## config.mk

```make
export PLATFORM = sky130hd
export DESIGN_NAME = dec_hazard_ctrl_flat
export DESIGN_NICKNAME = d
export VERILOG_FILES = /design/src/rtl/akarin_pkg.sv /design/src/rtl/dec_hazard_ctrl_if.sv /design/src/rtl/hzd_src_cmp.sv /design/src/rtl/dec_hazard_ctrl.sv /design/src/flat_wrapper.sv
export SDC_FILE = /design/constraint.sdc
export NUM_CORES = 1
export LEC_CHECK = 0
export CAP_MARGIN = 25
export CORE_ASPECT_RATIO = 1.75
export CORE_MARGIN = 2
export CORE_UTILIZATION = 40
export CTS_CLUSTER_DIAMETER = 40
export DETAILED_ROUTE_END_ITERATION = 16
export PLACE_DENSITY = 0.78
export SYNTH_ARGS = -nofsm -noshare
export SYNTH_HDL_FRONTEND = slang
export SYNTH_SLANG_ARGS = --single-unit
```

## constraint.sdc

```tcl
create_clock -name clk -period 6.7 [get_ports clk]
set_input_delay 1.34 -clock clk [delete_from_list [all_inputs] [get_ports clk]]
set_output_delay 1.34 -clock clk [all_outputs]
set_load 0.01 [all_outputs]
```

## src/rtl/akarin_pkg.sv

```systemverilog
// Shared types for the decode-stage hazard controller: forward selects, FSM states and
// the in-flight destination slot record.
package akarin_pkg;

    localparam int unsigned NUM_REGS = 32;
    localparam int unsigned REG_AW   = $clog2(NUM_REGS);

    typedef enum logic [1:0] {
        FwdRf  = 2'd0,
        FwdEx  = 2'd1,
        FwdMem = 2'd2,
        FwdWb  = 2'd3
    } fwd_sel_t;

    typedef logic [0:0] hzd_state_t;
    localparam hzd_state_t StInit = 1'b0;
    localparam hzd_state_t StRun  = 1'b1;

    typedef struct packed {
        logic              valid;
        logic [REG_AW-1:0] rd;
        logic              we;
        logic              load;
    } hzd_slot_t;

    localparam hzd_slot_t SLOT_BUBBLE = '0;

    // x0 is hard-wired zero, so it never creates a dependency.
    function automatic logic slot_match(hzd_slot_t s, logic [REG_AW-1:0] rs, logic rs_use);
        return s.valid & s.we & (s.rd != '0) & (s.rd == rs) & rs_use;
    endfunction

endpackage

```

## src/rtl/dec_hazard_ctrl_if.sv

```systemverilog
// Decode-stage hazard interface: decoded instruction fields in, stall/issue/forward
// selects and register-file clear port out.
interface dec_hazard_ctrl_if;
    import akarin_pkg::*;

    logic                 dec_valid;
    logic [REG_AW-1:0]    dec_rs1;
    logic [REG_AW-1:0]    dec_rs2;
    logic                 dec_rs1_use;
    logic                 dec_rs2_use;
    logic [REG_AW-1:0]    dec_rd;
    logic                 dec_rd_we;
    logic                 dec_is_load;
    logic                 ex_flush;
    logic                 hold;
    logic                 stall;
    logic                 issue;
    logic                 run;
    logic                 rf_clr_we;
    logic [REG_AW-1:0]    rf_clr_addr;
    fwd_sel_t             fwd_rs1_sel;
    fwd_sel_t             fwd_rs2_sel;

    modport master (
        output dec_valid, dec_rs1, dec_rs2, dec_rs1_use, dec_rs2_use,
        output dec_rd, dec_rd_we, dec_is_load, ex_flush, hold,
        input  stall, issue, run, rf_clr_we, rf_clr_addr, fwd_rs1_sel, fwd_rs2_sel
    );

    modport slave (
        input  dec_valid, dec_rs1, dec_rs2, dec_rs1_use, dec_rs2_use,
        input  dec_rd, dec_rd_we, dec_is_load, ex_flush, hold,
        output stall, issue, run, rf_clr_we, rf_clr_addr, fwd_rs1_sel, fwd_rs2_sel
    );

endinterface

```

## src/rtl/hzd_src_cmp.sv

```systemverilog
// Compares one source operand against the EX/MEM/WB slots and yields a hazard flag and
// a forward select. Forwarding is enabled by defining AKARIN_DEC_FWD_EN.
module hzd_src_cmp
    import akarin_pkg::*;
#(
    parameter bit LOAD_FWD_MEM = 1'b1
) (
    input  logic [REG_AW-1:0] rs,
    input  logic              rs_use,
    input  hzd_slot_t         ex,
    input  hzd_slot_t         mem,
    input  hzd_slot_t         wb,
    output logic              hazard,
    output fwd_sel_t          fwd_sel
);

    logic ex_m, mem_m, wb_m;

    assign ex_m  = slot_match(ex, rs, rs_use);
    assign mem_m = slot_match(mem, rs, rs_use);
    assign wb_m  = slot_match(wb, rs, rs_use);

`ifdef AKARIN_DEC_FWD_EN
    // Youngest producer wins; load data is not available in EX.
    always_comb begin
        hazard  = 1'b0;
        fwd_sel = FwdRf;
        if (ex_m) begin
            if (ex.load) hazard = 1'b1;
            else         fwd_sel = FwdEx;
        end else if (mem_m) begin
            if (mem.load && !LOAD_FWD_MEM) hazard = 1'b1;
            else                           fwd_sel = FwdMem;
        end else if (wb_m) begin
            fwd_sel = FwdWb;
        end
    end
`else
    logic unused_cfg;

    assign hazard     = ex_m | mem_m | wb_m;
    assign fwd_sel    = FwdRf;
    assign unused_cfg = ^{LOAD_FWD_MEM, ex.load, mem.load, wb.load};
`endif

endmodule

```

## src/rtl/dec_hazard_ctrl.sv

```systemverilog
// Decode-stage sequencer: clears x1..x31 after reset, then tracks EX/MEM/WB destinations
// to issue, stall or kill the decoded instruction. Forwarding gated by AKARIN_DEC_FWD_EN.
module dec_hazard_ctrl
    import akarin_pkg::*;
#(
    parameter bit INIT_CLEAR   = 1'b1,
    parameter bit LOAD_FWD_MEM = 1'b1
) (
    input logic               clk,
    input logic               rst,
    dec_hazard_ctrl_if.slave  bus
);

    localparam hzd_state_t ResetState = INIT_CLEAR ? StInit : StRun;

    hzd_state_t        state_q, state_d;
    logic [REG_AW-1:0] clr_ctr_q, clr_ctr_d;
    hzd_slot_t         ex_q, mem_q, wb_q, ex_d;
    logic              in_init, haz1, haz2;

    assign in_init = (state_q == StInit);

    hzd_src_cmp #(.LOAD_FWD_MEM(LOAD_FWD_MEM)) u_cmp_rs1 (
        .rs      (bus.dec_rs1),
        .rs_use  (bus.dec_rs1_use),
        .ex      (ex_q),
        .mem     (mem_q),
        .wb      (wb_q),
        .hazard  (haz1),
        .fwd_sel (bus.fwd_rs1_sel)
    );

    hzd_src_cmp #(.LOAD_FWD_MEM(LOAD_FWD_MEM)) u_cmp_rs2 (
        .rs      (bus.dec_rs2),
        .rs_use  (bus.dec_rs2_use),
        .ex      (ex_q),
        .mem     (mem_q),
        .wb      (wb_q),
        .hazard  (haz2),
        .fwd_sel (bus.fwd_rs2_sel)
    );

    // A flush kills DEC outright, so a pending hazard must not hold it.
    assign bus.stall = in_init | bus.hold | (bus.dec_valid & (haz1 | haz2) & ~bus.ex_flush);
    assign bus.issue = ~in_init & bus.dec_valid & ~bus.stall & ~bus.ex_flush;
    assign bus.run         = ~in_init;
    assign bus.rf_clr_we   = in_init;
    assign bus.rf_clr_addr = clr_ctr_q;

    always_comb begin
        state_d   = state_q;
        clr_ctr_d = clr_ctr_q;
        if (in_init) begin
            if (clr_ctr_q == REG_AW'(NUM_REGS - 1)) state_d   = StRun;
            else                                    clr_ctr_d = clr_ctr_q + 1'b1;
        end
    end

    always_comb begin
        ex_d = SLOT_BUBBLE;
        if (bus.issue) begin
            ex_d.valid = 1'b1;
            ex_d.rd    = bus.dec_rd;
            ex_d.we    = bus.dec_rd_we;
            ex_d.load  = bus.dec_is_load;
        end
    end

    always_ff @(posedge clk or negedge rst) begin
        if (!rst) begin
            state_q   <= ResetState;
            clr_ctr_q <= REG_AW'(1);
            ex_q      <= SLOT_BUBBLE;
            mem_q     <= SLOT_BUBBLE;
            wb_q      <= SLOT_BUBBLE;
        end else begin
            state_q   <= state_d;
            clr_ctr_q <= clr_ctr_d;
            if (!bus.hold) begin
                wb_q  <= mem_q;
                mem_q <= ex_q;
                ex_q  <= ex_d;
            end
        end
    end

endmodule

```

## src/flat_wrapper.sv

```systemverilog
// flat-port wrapper written by rule: the top's interface ports become plain ports
module dec_hazard_ctrl_flat import akarin_pkg::*;
#(
    parameter bit INIT_CLEAR   = 1'b1,
    parameter bit LOAD_FWD_MEM = 1'b1
)
  (clk, rst, bus_dec_valid, bus_dec_rs1, bus_dec_rs2, bus_dec_rs1_use, bus_dec_rs2_use, bus_dec_rd, bus_dec_rd_we, bus_dec_is_load, bus_ex_flush, bus_hold, bus_stall, bus_issue, bus_run, bus_rf_clr_we, bus_rf_clr_addr, bus_fwd_rs1_sel, bus_fwd_rs2_sel);
  dec_hazard_ctrl_if bus_i ();
  input logic clk;
  input logic rst;
  input wire logic [$bits(bus_i.dec_valid)-1:0] bus_dec_valid;
  input wire logic [$bits(bus_i.dec_rs1)-1:0] bus_dec_rs1;
  input wire logic [$bits(bus_i.dec_rs2)-1:0] bus_dec_rs2;
  input wire logic [$bits(bus_i.dec_rs1_use)-1:0] bus_dec_rs1_use;
  input wire logic [$bits(bus_i.dec_rs2_use)-1:0] bus_dec_rs2_use;
  input wire logic [$bits(bus_i.dec_rd)-1:0] bus_dec_rd;
  input wire logic [$bits(bus_i.dec_rd_we)-1:0] bus_dec_rd_we;
  input wire logic [$bits(bus_i.dec_is_load)-1:0] bus_dec_is_load;
  input wire logic [$bits(bus_i.ex_flush)-1:0] bus_ex_flush;
  input wire logic [$bits(bus_i.hold)-1:0] bus_hold;
  output wire logic [$bits(bus_i.stall)-1:0] bus_stall;
  output wire logic [$bits(bus_i.issue)-1:0] bus_issue;
  output wire logic [$bits(bus_i.run)-1:0] bus_run;
  output wire logic [$bits(bus_i.rf_clr_we)-1:0] bus_rf_clr_we;
  output wire logic [$bits(bus_i.rf_clr_addr)-1:0] bus_rf_clr_addr;
  output wire logic [$bits(bus_i.fwd_rs1_sel)-1:0] bus_fwd_rs1_sel;
  output wire logic [$bits(bus_i.fwd_rs2_sel)-1:0] bus_fwd_rs2_sel;
  assign bus_i.dec_valid = bus_dec_valid;
  assign bus_i.dec_rs1 = bus_dec_rs1;
  assign bus_i.dec_rs2 = bus_dec_rs2;
  assign bus_i.dec_rs1_use = bus_dec_rs1_use;
  assign bus_i.dec_rs2_use = bus_dec_rs2_use;
  assign bus_i.dec_rd = bus_dec_rd;
  assign bus_i.dec_rd_we = bus_dec_rd_we;
  assign bus_i.dec_is_load = bus_dec_is_load;
  assign bus_i.ex_flush = bus_ex_flush;
  assign bus_i.hold = bus_hold;
  assign bus_stall = bus_i.stall;
  assign bus_issue = bus_i.issue;
  assign bus_run = bus_i.run;
  assign bus_rf_clr_we = bus_i.rf_clr_we;
  assign bus_rf_clr_addr = bus_i.rf_clr_addr;
  assign bus_fwd_rs1_sel = bus_i.fwd_rs1_sel;
  assign bus_fwd_rs2_sel = bus_i.fwd_rs2_sel;
  dec_hazard_ctrl #(.INIT_CLEAR(INIT_CLEAR), .LOAD_FWD_MEM(LOAD_FWD_MEM)) u_core (.clk(clk), .rst(rst), .bus(bus_i));
endmodule
```

==> reports/results.txt <==
Sequential Area - 677 µm²
CTS Buffer Depth - 2
Required @ worst endpoint - 5.36 ns
CTS tree - built
Total setup buffers inserted after CTS - 0
Layout fillers - 304
Register bit count reported by yosys - 27
Area Overhead vs Synth - 27.1%
Tot Pwr - 0.340 mW
CP Max Fanout - 8
Routed Antenna Nets - 0
GRT Total Usage - 0.164
Cells on Worst Hold Path - 1
Pre-antenna DRT Iters - 3
Multi-input gate area - 767 µm²
Post-cts resize count - 0
Max Cap Violations - 0
Max Slew Vio Count - 0
Post-Syn Area - 0.00149 mm²
Worst vdd ir - 0.138 mV
Leakage power - 0.807 nW
Port buffer count - 31
Starting Density - 0.414
Non-filler instance count after layout - 203
# placed instances - 199
Kind of critical path - input port to primary output
Crit start category - input port
Final hold violation count - 0
Synth cell types - 28
H-tree depth - 1
Clock Skews - 0.00252 ns
Hold slack - 0.523 ns
# rows - 29
Final WS setup - 1.74 ns
Die Footprint - 0.00425 mm²
Crit end category - primary output
Hold crit path type - register to register
Setup-failing EPs final - 0
Worst-skew pair later-pin latency - 0.27 ns
Place WS - 1.78 ns
Dpl hpwl - 2620 µm
Root buffer cell - clkbuf_8
Total CTS buffers - 3
Initial DRC Count - 11
Tightest Pin Transition - 0.864 ns
Most frequent cells in the layout - clkdlybuf4s50_1 (31), dfrtp_1 (26), xnor2_1 (20), mux2_2 (16), xor2_1 (13)
Achievable clock frequency - 202 MHz
Vias/cell - 5.17
Post-route clock period utilization - 0.741
Wire length per cell - 15.7 µm
Clock sinks - 27
Routed via count - 1049
Drt drc - 0
Critical path arrival - 3.62 ns
Seq/Total Area, Yosys - 0.455
Final setup TNS - 0 ns
Status - finished, final reports clean
Register clock-pin slew on the reported worst setup and hold paths - 0.08 ns
Ratio of cells with drive above 1 in the final layout - 0.185
GPL Wtd Cong - 0.844
Commonest non-fill, non-tap cell in the layout - clkdlybuf4s50_1
Vias in the first global route - 1156
Grt total ovfl - 0
Post-Synthesis Cells - 125
Initial antenna violation count - 0
Average size of a mapped cell - 11.9 µm²
Chip height - 84.7 µm
RSZ-0062 raised after global routing - false
Core area - 0.00359 mm²
DRT Wirelength - 3190 µm
Tmin final - 4.96 ns
First-pass GRT wire length - 5330 µm
Die Wd - 50.1 µm
Hold-fix buffers, CTS - 0
R2r worst-path depth - 6
Pwr Density - 180 mW/mm²
Largest net degree at the start of global routing - 24
# IOs - 37
Slew HR - 0.422
Ys Warns - 0
Post-layout nets - 184
Antenna Cells - 0
area by class of cell:
| cell class | count | area share |
|---|---|---|
| Sequential cell | 27 | 0.358 |
| Timing Repair Buffer | 32 | 0.179 |
| Inverter | 2 | 0.00397 |
| Clock buffer | 4 | 0.0238 |
| Multi-Input combinational cell | 92 | 0.405 |
| Tap cell | 46 | 0.0304 |
registers in the layout (all words and copies together), names as in the netlist:
name,count
u_core.bus.rf_clr_addr,5
u_core.bus.run,1
u_core.ex_q,7
u_core.mem_q,7
u_core.wb_q,7
final timing paths:
check	start	to	slack (ns)
min in group asynchronous	rst	u_core.ex_q[6]	1.40
min	u_core.wb_q[1]	u_core.wb_q[1]	0.52
max reg2reg	u_core.ex_q[5]	u_core.ex_q[5]	4.28
min reg2reg	u_core.wb_q[1]	u_core.wb_q[1]	0.52
max	bus_dec_rs1[3]	bus_issue	1.74
max in group asynchronous	rst	u_core.bus.rf_clr_addr[0]	4.76
logic make-up (layout without fill, tap and decap cells):
| kind of cell | after synthesis | after routing | share of synthesized area |
|---|---|---|---|
| compound gates | 12 | 12 | 0.0756 |
| simple gates | 25 | 25 | 0.0975 |
| fa+ha+maj | 2 | 2 | 0.0168 |
| other cells | 1 | 4 | 0.00252 |
| flops | 27 | 27 | 0.455 |
| mux | 16 | 16 | 0.121 |
| xor+xnor | 33 | 33 | 0.194 |
| buf+inv | 9 | 38 | 0.0378 |
power breakdown:
group	switching [mW]	leakage, nW	internal, mW	total, mW
registers	0.0139	0.336	0.173	0.187
logic	0.0252	0.448	0.0383	0.0635
clock network	0.0468	0.0228	0.0426	0.0894
worst max-delay path, stage by stage:
cell and delay [ns]:
clkdlybuf4s50_1 0.52, xnor2_1 0.18, nand4_1 0.09, nor4_1 0.06, o31ai_1 0.42, and4_1 0.42, clkdlybuf4s50_1 0.59
Yosys cell counts:
master / count / area share
buf_6: 1 / 0.0076
or4_1: 3 / 0.015
xnor2_1: 20 / 0.12
xor2_1: 13 / 0.076
a211o_1: 1 / 0.0059
conb_1: 1 / 0.0025
ha_1: 2 / 0.017
a22o_2: 6 / 0.040
buf_1: 1 / 0.0025
nor2b_1: 1 / 0.0042
and3_1: 1 / 0.0042
nand4_1: 3 / 0.013
o211ai_1: 1 / 0.0050
and2_1: 1 / 0.0042
buf_4: 4 / 0.020
o211ai_2: 1 / 0.0084
nand2_1: 2 / 0.0050
nand3_1: 4 / 0.013
dfrtp_1: 26 / 0.44
and4_1: 1 / 0.0059
dfstp_2: 1 / 0.018
inv_1: 2 / 0.0050
nor2_1: 3 / 0.0076
clkbuf_1: 1 / 0.0025
a21o_2: 1 / 0.0059
mux2_2: 16 / 0.12
nor4_1: 6 / 0.025
o31ai_1: 2 / 0.010
routing by layer:
metal / vias up / GRT usage / share of wire
li1: 500 / - / -
met4: 0 / 0.0934 / 0.041
met5: - / 0 / 0
met3: 10 / 0.0107 / 0.035
met2: 33 / 0.295 / 0.55
met1: 506 / 0.183 / 0.37
through the flow:
stage               instance area (µm²)  utilization
floorplan                          1500            -
global placement                   1820        0.506
detailed placement                 1850        0.514
CTS                                1890        0.527
global route                       1890        0.527
finish                             1890        0.527
No activity file was read; power rests on OpenSTA's default activity.
